--- src/rtl/simon_seq_engine_pkg.sv ---
// Shared types and helpers for the Simon sequence engine: the FSM state encoding,
// the random-key fold and a counter width helper.
package simon_seq_engine_pkg;

   typedef enum logic [2:0] {
      IDLE         = 3'd0,
      ADD          = 3'd1,
      PLAY_ON      = 3'd2,
      PLAY_OFF     = 3'd3,
      WAIT_PRESS   = 3'd4,
      WAIT_RELEASE = 3'd5,
      GAMEOVER     = 3'd6,
      WIN          = 3'd7
   } simonState_e;

   // Wide enough to hold any key index or NUM_KEYS itself (up to 16).
   localparam int FOLD_W = 5;

   // A counter that must reach n-1 never needs fewer than one bit.
   function automatic int cntWidth(input int n);
      return (n <= 2) ? 1 : $clog2(n);
   endfunction

   function automatic logic [FOLD_W-1:0] keyFold(input logic [FOLD_W-1:0] v,
                                                 input logic [FOLD_W-1:0] numKeys);
      logic [FOLD_W-1:0] folded;
      if (v >= numKeys) begin
         folded = v - numKeys;
      end else begin
         folded = v;
      end
      return folded;
   endfunction

endpackage

--- src/rtl/simon_seq_engine_if.sv ---
// Game-side bus of the Simon engine: start, random source, player buttons and
// the lamp/status outputs back to the front end.
interface simon_seq_engine_if #(
   parameter int KEY_W = 2,
   parameter int LVL_W = 6
);
   logic             start;
   logic [KEY_W-1:0] rand_in;
   logic [KEY_W-1:0] player_key;
   logic             player_press;
   logic             simon_turn;
   logic [KEY_W-1:0] simon_key;
   logic             simon_press;
   logic [LVL_W-1:0] level;
   logic             game_over;
   logic             win;

   modport master (
      output start, rand_in, player_key, player_press,
      input  simon_turn, simon_key, simon_press, level, game_over, win
   );

   modport slave (
      input  start, rand_in, player_key, player_press,
      output simon_turn, simon_key, simon_press, level, game_over, win
   );
endinterface

--- src/rtl/simon_seq_engine_mem.sv ---
// Key sequence store: synchronous write, asynchronous read, deliberately not reset
// so a restarted game simply overwrites old entries.
module simon_seq_mem #(
   parameter int DEPTH  = 32,
   parameter int KEY_W  = 2,
   parameter int ADDR_W = 5
) (
   input  logic              clk,
   input  logic              writeEn,
   input  logic [ADDR_W-1:0] writeAddr,
   input  logic [KEY_W-1:0]  writeData,
   input  logic [ADDR_W-1:0] readAddr,
   output logic [KEY_W-1:0]  readData
);
   logic [KEY_W-1:0] mem_r [0:DEPTH-1];

   // Sequence entry write
   always_ff @(posedge clk) begin
      if (writeEn) begin
         mem_r[writeAddr] <= writeData;
      end
   end

   assign readData = mem_r[readAddr];
endmodule

--- src/rtl/simon_seq_engine.sv ---
// Simon game engine: grows a random key sequence each round, plays it back on the
// lamps, then checks the player's presses with timeout, game-over and win detection.
module simon_seq_engine
   import simon_seq_engine_pkg::*;
#(
   parameter int NUM_KEYS      = 4,
   parameter int KEY_W         = $clog2(NUM_KEYS),
   parameter int MAX_LEN       = 32,
   parameter int ON_TICKS      = 30,
   parameter int OFF_TICKS     = 15,
   parameter int TIMEOUT_TICKS = 300,
   parameter int LVL_W         = $clog2(MAX_LEN + 1)
) (
   input  logic            clk,
   input  logic            reset,
   simon_seq_engine_if.slave bus
);
   localparam int ADDR_W = cntWidth(MAX_LEN);
   localparam int TICK_W = cntWidth((ON_TICKS > OFF_TICKS) ? ON_TICKS : OFF_TICKS);
   localparam int TOUT_W = cntWidth(TIMEOUT_TICKS);

   simonState_e       state_r, state_s;
   logic [LVL_W-1:0]  len_r, len_s;
   logic [LVL_W-1:0]  idx_r, idx_s;
   logic [TICK_W-1:0] tick_r, tick_s;
   logic [TOUT_W-1:0] tout_r, tout_s;
   logic              pressQ_r;

   logic              pressEdge_s;
   logic              lastIdx_s;
   logic              keyMatch_s;
   logic              memWe_s;
   logic [KEY_W-1:0]  memWdata_s;
   logic [KEY_W-1:0]  memRdata_s;

   simon_seq_mem #(
      .DEPTH  (MAX_LEN),
      .KEY_W  (KEY_W),
      .ADDR_W (ADDR_W)
   ) seqMem (
      .clk       (clk),
      .writeEn   (memWe_s),
      .writeAddr (len_r[ADDR_W-1:0]),
      .writeData (memWdata_s),
      .readAddr  (idx_r[ADDR_W-1:0]),
      .readData  (memRdata_s)
   );

   // Raw random values beyond the key range wrap back into it.
   assign memWdata_s  = KEY_W'(keyFold(FOLD_W'(bus.rand_in), FOLD_W'(NUM_KEYS)));
   assign pressEdge_s = bus.player_press & ~pressQ_r;
   assign lastIdx_s   = (idx_r == (len_r - LVL_W'(1)));
   assign keyMatch_s  = (bus.player_key == memRdata_s);

   // State and counter registers
   always_ff @(posedge clk or posedge reset) begin
      if (reset) begin
         state_r  <= IDLE;
         len_r    <= '0;
         idx_r    <= '0;
         tick_r   <= '0;
         tout_r   <= '0;
         pressQ_r <= 1'b0;
      end else begin
         state_r  <= state_s;
         len_r    <= len_s;
         idx_r    <= idx_s;
         tick_r   <= tick_s;
         tout_r   <= tout_s;
         pressQ_r <= bus.player_press;
      end
   end

   // Next-state and counter update logic
   always_comb begin
      state_s = state_r;
      len_s   = len_r;
      idx_s   = idx_r;
      tick_s  = tick_r;
      tout_s  = tout_r;
      memWe_s = 1'b0;
      case (state_r)
         IDLE, GAMEOVER, WIN: begin
            if (bus.start) begin
               state_s = ADD;
               len_s   = '0;
            end else begin
               state_s = state_r;
            end
         end
         ADD: begin
            memWe_s = 1'b1;
            len_s   = len_r + LVL_W'(1);
            idx_s   = '0;
            tick_s  = '0;
            state_s = PLAY_ON;
         end
         PLAY_ON: begin
            if (tick_r == TICK_W'(ON_TICKS - 1)) begin
               tick_s  = '0;
               state_s = PLAY_OFF;
            end else begin
               tick_s  = tick_r + TICK_W'(1);
            end
         end
         PLAY_OFF: begin
            if (tick_r == TICK_W'(OFF_TICKS - 1)) begin
               tick_s = '0;
               if (lastIdx_s) begin
                  idx_s   = '0;
                  tout_s  = '0;
                  state_s = WAIT_PRESS;
               end else begin
                  idx_s   = idx_r + LVL_W'(1);
                  state_s = PLAY_ON;
               end
            end else begin
               tick_s = tick_r + TICK_W'(1);
            end
         end
         WAIT_PRESS: begin
            tout_s = tout_r + TOUT_W'(1);
            // A press edge takes priority over an expiring timeout.
            if (pressEdge_s) begin
               if (keyMatch_s) begin
                  state_s = WAIT_RELEASE;
               end else begin
                  state_s = GAMEOVER;
               end
            end else if (tout_r == TOUT_W'(TIMEOUT_TICKS - 1)) begin
               state_s = GAMEOVER;
            end else begin
               state_s = WAIT_PRESS;
            end
         end
         WAIT_RELEASE: begin
            if (!bus.player_press) begin
               if (!lastIdx_s) begin
                  idx_s   = idx_r + LVL_W'(1);
                  tout_s  = '0;
                  state_s = WAIT_PRESS;
               end else if (len_r == LVL_W'(MAX_LEN)) begin
                  state_s = WIN;
               end else begin
                  state_s = ADD;
               end
            end else begin
               state_s = WAIT_RELEASE;
            end
         end
         default: begin
            state_s = IDLE;
         end
      endcase
   end

   assign bus.simon_turn  = (state_r == ADD) || (state_r == PLAY_ON) || (state_r == PLAY_OFF);
   assign bus.simon_press = (state_r == PLAY_ON);
   assign bus.simon_key   = (state_r == PLAY_ON) ? memRdata_s : '0;
   assign bus.level       = len_r;
   assign bus.game_over   = (state_r == GAMEOVER);
   assign bus.win         = (state_r == WIN);
endmodule

--- src/flat_wrapper.sv ---
// flat-port wrapper written by rule: the top's interface ports become plain ports
module simon_seq_engine_flat import simon_seq_engine_pkg::*;
#(
   parameter int NUM_KEYS      = 4,
   parameter int KEY_W         = $clog2(NUM_KEYS),
   parameter int MAX_LEN       = 32,
   parameter int ON_TICKS      = 30,
   parameter int OFF_TICKS     = 15,
   parameter int TIMEOUT_TICKS = 300,
   parameter int LVL_W         = $clog2(MAX_LEN + 1)
)
  (clk, reset, bus_start, bus_rand_in, bus_player_key, bus_player_press, bus_simon_turn, bus_simon_key, bus_simon_press, bus_level, bus_game_over, bus_win);
  simon_seq_engine_if #(.KEY_W(KEY_W), .LVL_W(LVL_W)) bus_i ();
  input  logic clk;
  input  logic reset;
  input wire logic [$bits(bus_i.start)-1:0] bus_start;
  input wire logic [$bits(bus_i.rand_in)-1:0] bus_rand_in;
  input wire logic [$bits(bus_i.player_key)-1:0] bus_player_key;
  input wire logic [$bits(bus_i.player_press)-1:0] bus_player_press;
  output wire logic [$bits(bus_i.simon_turn)-1:0] bus_simon_turn;
  output wire logic [$bits(bus_i.simon_key)-1:0] bus_simon_key;
  output wire logic [$bits(bus_i.simon_press)-1:0] bus_simon_press;
  output wire logic [$bits(bus_i.level)-1:0] bus_level;
  output wire logic [$bits(bus_i.game_over)-1:0] bus_game_over;
  output wire logic [$bits(bus_i.win)-1:0] bus_win;
  assign bus_i.start = bus_start;
  assign bus_i.rand_in = bus_rand_in;
  assign bus_i.player_key = bus_player_key;
  assign bus_i.player_press = bus_player_press;
  assign bus_simon_turn = bus_i.simon_turn;
  assign bus_simon_key = bus_i.simon_key;
  assign bus_simon_press = bus_i.simon_press;
  assign bus_level = bus_i.level;
  assign bus_game_over = bus_i.game_over;
  assign bus_win = bus_i.win;
  simon_seq_engine #(.NUM_KEYS(NUM_KEYS), .KEY_W(KEY_W), .MAX_LEN(MAX_LEN), .ON_TICKS(ON_TICKS), .OFF_TICKS(OFF_TICKS), .TIMEOUT_TICKS(TIMEOUT_TICKS), .LVL_W(LVL_W)) u_core (.clk(clk), .reset(reset), .bus(bus_i));
endmodule
--- config.mk ---
export PLATFORM = sky130hd
export DESIGN_NAME = simon_seq_engine_flat
export DESIGN_NICKNAME = d
export VERILOG_FILES = /design/src/rtl/simon_seq_engine_pkg.sv /design/src/rtl/simon_seq_engine_if.sv /design/src/rtl/simon_seq_engine_mem.sv /design/src/rtl/simon_seq_engine.sv /design/src/flat_wrapper.sv
export SDC_FILE = /design/constraint.sdc
export NUM_CORES = 1
export LEC_CHECK = 0
export CAP_MARGIN = 40
export CELL_PAD_IN_SITES_DETAIL_PLACEMENT = 1
export CELL_PAD_IN_SITES_GLOBAL_PLACEMENT = 2
export CORE_MARGIN = 4
export CORE_UTILIZATION = 42
export DETAILED_ROUTE_END_ITERATION = 7
export GPL_TIMING_DRIVEN = 0
export PLACE_DENSITY = 0.78
export SYNTH_ARGS = -nofsm -noshare
export SYNTH_HDL_FRONTEND = slang
export SYNTH_HIERARCHICAL = 1
export SYNTH_SLANG_ARGS = --single-unit
--- constraint.sdc ---
create_clock -name clk -period 3.3 [get_ports clk]
set_input_delay 0.66 -clock clk [delete_from_list [all_inputs] [get_ports clk]]
set_output_delay 0.66 -clock clk [all_outputs]
set_load 0.005 [all_outputs]
---- Yosys cells after proc, flatten, opt, wreduce, memory -nomap -nowiden ----
Memories as Yosys holds them, arrays and structs flattened.
Index checks and enable logic that the tools add are counted.
storage, ports and cells
  register bits after elaboration ......... 30
  bits in writable memories ............... 64
  input bits .............................. 8
  output and inout bits ................... 12
  logic and storage cells ................. 75
  memories ................................ 1
memory list
  name                 words  width  rd ports  clocked after Yosys merged registers in  write ports  line                        text
  u_core.seqMem.mem_r  32     2      1         0                                        1            simon_seq_engine_mem.sv:15  logic [KEY_W-1:0] mem_r [0:DEPTH-1];
operators by class
  add/sub/neg operators ................... 5
  equality and inequality tests ........... 19
  multiplexer cells ....................... 30
  bitwise operators ....................... 2
  reductions and logical operators ........ 12
operator list
  kind                                                                number
  9-bit 2-to-1 mux                                                    4
  6-bit 2-to-1 mux                                                    5
  9-bit case mux with 3 select lines                                  1
  3-bit 2-to-1 mux                                                    8
  3-bit case mux with 6 select lines                                  1
  6-bit case mux with 3 select lines                                  1
  5-bit case mux with 3 select lines                                  1
  6-bit by 1-bit adder with 6-bit output, second input constant       2
  3-bit == test, second input constant                                4
  6-bit case mux with 2 select lines                                  1
  5-bit 2-to-1 mux                                                    2
  9-bit by 1-bit adder with 9-bit output, second input constant       1
  9-bit == test, second input constant                                1
  3-bit nonzero test                                                  3
  3-bit by 2-bit == test with 1-bit output, second input constant     2
  6-bit == test                                                       1
  6-bit == test, second input constant                                1
  2-bit 2-to-1 mux                                                    3
  2-bit by 1-bit != test with 1-bit output, second input constant     3
  2-bit != test, second input constant                                3
  6-bit by 1-bit subtractor with 6-bit output, second input constant  1
  5-bit by 1-bit adder with 5-bit output, second input constant       1
  5-bit by 4-bit == test with 1-bit output, second input constant     1
  5-bit == test, second input constant                                1
  13 further kinds                                                    16

---- Depth between registers and ports, before layout ----
  depth after elaboration ................. 5
  depth in mapped cells ................... 12
  gate-level depth less buffers ........... 10

---- Hierarchy ----
The synthesis kept the hierarchy.
modules (own cells, without submodules)
  module            instances  cells each  area each (um^2)
  simon_seq_mem     1          183         2,742.6
  simon_seq_engine  1          223         2,021.9

---- Worst setup path before layout ----
No wires, ideal clock.
  path type ............................... register to register
  from .................................... register u_core.idx_r[0]
  to ...................................... register u_core.state_r[1]
  data arrival time ....................... 2.359 ns
  slack ................................... 0.815 ns
  cell stages (with the launch flop) ...... 13
  path buffers ............................ 3
  clock period less this slack ............ 2.485 ns
  path through ............................ dfrtp_1 -> buf_6 -> buf_8 -> buf_6 -> mux2i_1 -> a22oi_1 -> a31oi_1 -> o311ai_1 -> xor2_1 -> or3_1 -> a311oi_1 -> o41ai_1 -> o311a_1
between the ends
  word-level cells in the longest chain between the ends .. 5
  elaborated cells on any way between the ends .. 10
  those cells by class .................... eq/ne: 2; mux: 7; memory: 1
ends and longest elaborated chain
  element                             line                     text
  start, declared                     simon_seq_engine.sv:24   logic [LVL_W-1:0] idx_r, idx_s;
  start signal, assigned              simon_seq_engine.sv:67   idx_r <= idx_s;
  memory 32 x 2 bit                   -
  via u_core.memRdata_s[0]            simon_seq_engine.sv:34   logic [KEY_W-1:0] memRdata_s;
  2-bit == test                       simon_seq_engine.sv:53   assign keyMatch_s = (bus.player_key == memRdata_s);
  2-bit 2-to-1 mux                    simon_seq_engine.sv:125  if (keyMatch_s) begin
  3-bit 2-to-1 mux                    simon_seq_engine.sv:124  if (pressEdge_s) begin
  3-bit case mux with 6 select lines  simon_seq_engine.sv:82   case (state_r)
  end signal, assigned                simon_seq_engine.sv:65   state_r <= state_s;
  end, declared                       simon_seq_engine.sv:22   simonState_e state_r, state_s;
The timed path passes the listed nets, and every way through them passes these cells. The select of a mux whose other input is x is not followed.
A chain may end at the register's enable or synchronous reset.

---- Final worst setup path ----
  from .................................... register u_core.idx_r[0]
  to ...................................... output port bus_simon_key[0]
between the ends
  word-level cells in the longest chain between the ends .. 2
ends and longest elaborated chain
  element                   line                     text
  memory 32 x 2 bit         -
  via u_core.memRdata_s[0]  simon_seq_engine.sv:34
  2-bit 2-to-1 mux          simon_seq_engine.sv:159  assign bus.simon_key = (state_r == PLAY_ON) ? memRdata_s : '0;
  end, declared             flat_wrapper.sv:21       output wire logic [$bits(bus_i.simon_key)-1:0] bus_simon_key;
The timed path passes the listed nets, and every way through them passes these cells.

==> flow_summary_export.csv <==
group,metric,value,unit
run_status,outcome,"completed",
drt,wl_per_cell,19.8,um
timing,max_slew_margin,0.509,
finish,drive_gt1_frac,0.165,
worst_setup_path,crit_chain,"buf_6, clkbuf_16, mux2i_1, a22oi_2, nand2_2, o311ai_4, and2_1, clkdlybuf4s50_1",
synthesis,syn-cell-area,4760,um^2
place,place_hpwl,7970,um
worst_setup_path,worstPathBufferInverterCount,3,
power_and_ir_drop,powerDensity,659,nW/um^2
worst_setup_path,cp.arrival,2.53,ns
cts,clock_path_buffers,2,
cts,clk_latency,0.34,ns
finish,fin_area,5680,um^2
place,io_buffers,19,
global_route,top_usage_layer,"met2",
place,gp_congestion,0.756,
die,die_h,115,um
place,dp_cells,568,
worst_setup_path,crit_start,"u_core/idx_r[0]$_DFFE_PP0P_",
cts,cts_root_buf,"clkbuf_16",
timing,fmax,0.313,GHz
worst_setup_path,cp.required,2.64,ns
power_and_ir_drop,leakagePower,0.00196,uW
global_route,overflow,0,
place,pre_cts_ws,0.0881,ns
finish,nets,460,
die,die_area,13100,um^2
timing,fin_ws,0.108,ns
finish,syn2layout_area_growth,19.2,%
synthesis,ys_warn_count,6,
drt,vias,3309,
timing,worstMarginPinSlew,0.734,ns
drt,drc_errors,0,
timing,clock-skew-final,0.00757,ns
global_route,grt_pass1_wl,19200,um
timing,report.final.slew_viol_count,0,
die,initial_core_util,0.434,
global_route,antenna_found_initial,0,
synthesis,synthCells,406,
power_and_ir_drop,vdd_ir_drop_max,401,uV
global_route,grt_max_degree,25,
synthesis,synth.avg_cell_area,11.7,um^2
synthesis,synthesis.nets,422,
worst_setup_path,r2r-start,"u_core/state_r[0]$_DFFE_PP0P_",
die,die_w,115,um
die,core-area,11000,um^2
drt,viasPerCell,5.63,
worst_setup_path,setup.worst_path.start_class,"flip-flop",
synthesis,ys_seq_area_frac,0.561,
synthesis,yosysUniqueCellTypes,60,
global_route,met2_usage,0.303,
drt,drt_iter0_drc,191,
timing,fin_crit_sh,0.967,
worst_setup_path,path_class,"reg -> out",
worst_setup_path,critPathMaxFanout,6,
global_route,grt_use_met1,0.273,
cts,htree_levels,3,
global_route,gr-usage-all-layers,0.194,
timing,rsz0062_at_grt,"no",
timing,min_period,3.19,ns
global_route,grt_use_met3,0.0328,
synthesis,ys.flop_type,"edfxtp_1",
cts,clock_sinks,94,
timing,setup_viol,0,
synthesis,ys_seq_elements,94,
die,io_pins,20,
timing,hold_viol,0,
synthesis,synth-edff-count,64,
finish,fillers,1169,
synthesis,async_flop_share,0.319,
worst_hold_path,hp-start,"u_core/tick_r[4]$_DFFE_PP0P_",
cts,clk_pin_slew,0.07,ns
worst_setup_path,cp_top_family,"buffers and inverters",
finish,diodes,0,
drt,first_pass_iters,4,
worst_hold_path,hold_class,"reg -> reg",
place,placed_cell_area,5210,um^2
finish,finalNonFillerCells,588,
cts,cts_made_buffers,9,
worst_setup_path,end_kind,"primary output",
finish,utilization,0.517,
global_route,grt_pass1_vias,3609,
worst_setup_path,slowest_stage,"clkdlybuf4s50_1",
die,rows,38,
drt,detail_route.wirelength,11600,um
flow_run,drv_cap,0,
drt,antenna_left,0,
timing,finalSetupTns,0,ns
worst_setup_path,cpPeakStageDelay,0.49,ns
cts,cts_tree,"done",
## registers in the layout, indices dropped and copies added (netlist names)
signal,cells
u_core/pressQ_r,1
u_core/idx_r,6
u_core/bus.level,6
u_core/seqMem/mem_r,64
u_core/tick_r,5
u_core/tout_r,9
u_core/state_r,3
## through the flow
| step | power, uW | hold slack, ns |
|---|---|---|
| after global placement | 2670 | 0.504 |
| after global routing | 4000 | 0.566 |
| after detailed placement | 2720 | 0.510 |
| after CTS | 3730 | 0.517 |
| after floorplan | 2300 | 0.471 |
| final | 3740 | 0.524 |
## report_power, final
group	switching (uW)	internal, uW
logic	624	597
registers	206	1370
clock network	437	508
total	1270	2480
## cells in the final DEF (no fill, tap or decap), types with 4 or more instances in the layout
master	netlist	routed
a22oi_1	15	7
nor2_1	49	49
buf_6	6	5
dfrtp_1	30	27
a22oi_2	0	8
nand3b_1	9	9
mux2i_1	32	29
mux2_2	4	4
xor2_1	9	9
and2_1	5	5
nand4b_1	4	4
nand4_1	6	6
nor3_1	5	5
clkdlybuf4s50_1	0	18
edfxtp_1	64	64
clkbuf_16	0	10
o21ai_0	16	16
o31ai_1	4	4
nand2b_1	8	8
xnor2_1	4	4
a21oi_1	13	13
or3_1	6	6
clkbuf_1	7	8
buf_4	0	4
nand2_1	22	20
inv_1	7	7
nand3_1	12	12
nor2b_1	7	7
ha_1	8	8
## layer usage
layer	up-vias	share of wire	wire [um]
met5	-	0	0
met3	11	0.019	218
met4	0	0.010	121
met2	27	0.47	5470
met1	1676	0.50	5810
li1	1595	-	-
## path summary, 6_finish.rpt
path | endpoint | depth (start not counted) | slack [ns]
min in group asynchronous | u_core/tout_r[7]$_DFFE_PP0P_ | 2 | 0.70
min | u_core/tick_r[4]$_DFFE_PP0P_ | 1 | 0.52
max reg2reg | u_core/seqMem/mem_r[16][0]$_DFFE_PP_ | 6 | 0.36
max | bus_simon_key[0] | 8 | 0.11
max in group asynchronous | u_core/idx_r[2]$_DFFE_PP0P_ | 3 | 2.08
min reg2reg | u_core/tick_r[4]$_DFFE_PP0P_ | 1 | 0.52
## Yosys cell counts, types with 3 or more instances
| master | instances | area share |
|---|---|---|
| and3_1 | 3 | 0.0039 |
| buf_6 | 6 | 0.014 |
| a22oi_1 | 15 | 0.024 |
| nor2b_1 | 7 | 0.0092 |
| xnor2_1 | 4 | 0.0074 |
| nand2b_1 | 8 | 0.011 |
| clkbuf_1 | 7 | 0.0055 |
| mux2_2 | 4 | 0.0095 |
| a31oi_1 | 3 | 0.0039 |
| or3_1 | 6 | 0.0079 |
| nand4b_1 | 4 | 0.0074 |
| xor2_1 | 9 | 0.017 |
| a22o_2 | 3 | 0.0063 |
| ha_1 | 8 | 0.021 |
| nand2_1 | 22 | 0.017 |
| nand4_1 | 6 | 0.0079 |
| edfxtp_1 | 64 | 0.40 |
| dfrtp_1 | 30 | 0.16 |
| nand3b_1 | 9 | 0.014 |
| nand3_1 | 12 | 0.013 |
| nor2_1 | 49 | 0.039 |
| mux2i_1 | 32 | 0.067 |
| and2_1 | 5 | 0.0066 |
| a21oi_1 | 13 | 0.014 |
| o21ai_0 | 16 | 0.017 |
| nor3_1 | 5 | 0.0053 |
| o31ai_1 | 4 | 0.0063 |
| inv_1 | 7 | 0.0055 |
## area by class of cell
class / instances / area, um^2 / share of cell area
Clock inverter: 5 / 35.0 / 0.00617
Clock buffer: 10 / 229 / 0.0403
Timing Repair Buffer: 27 / 330 / 0.0581
Tap cell: 140 / 175 / 0.0308
Sequential cell: 94 / 2680 / 0.471
Inverter: 7 / 26.3 / 0.00463
Multi-Input combinational cell: 286 / 2060 / 0.363
Buffer: 19 / 149 / 0.0262
## cell families after synthesis
group	share of synthesized area
multiplexers	0.0767
AND/OR/NAND/NOR	0.165
AO/OA/AOI/OAI	0.119
adder cells (fa/ha/maj)	0.0210
flip-flops	0.561
XOR/XNOR	0.0239
buffers and inverters	0.0334
## what timing repair did
item                                   in CTS  in global routing
endpoints found under the hold margin       0                  0
hold buffers                                0                  0
pin swaps                                   7                  8
setup endpoints to repair                   2                  2
gates resized for setup                    13                 19
gates cloned                                0                  1
setup buffers                               2                  2
Power figures use the tool's default switching activity.
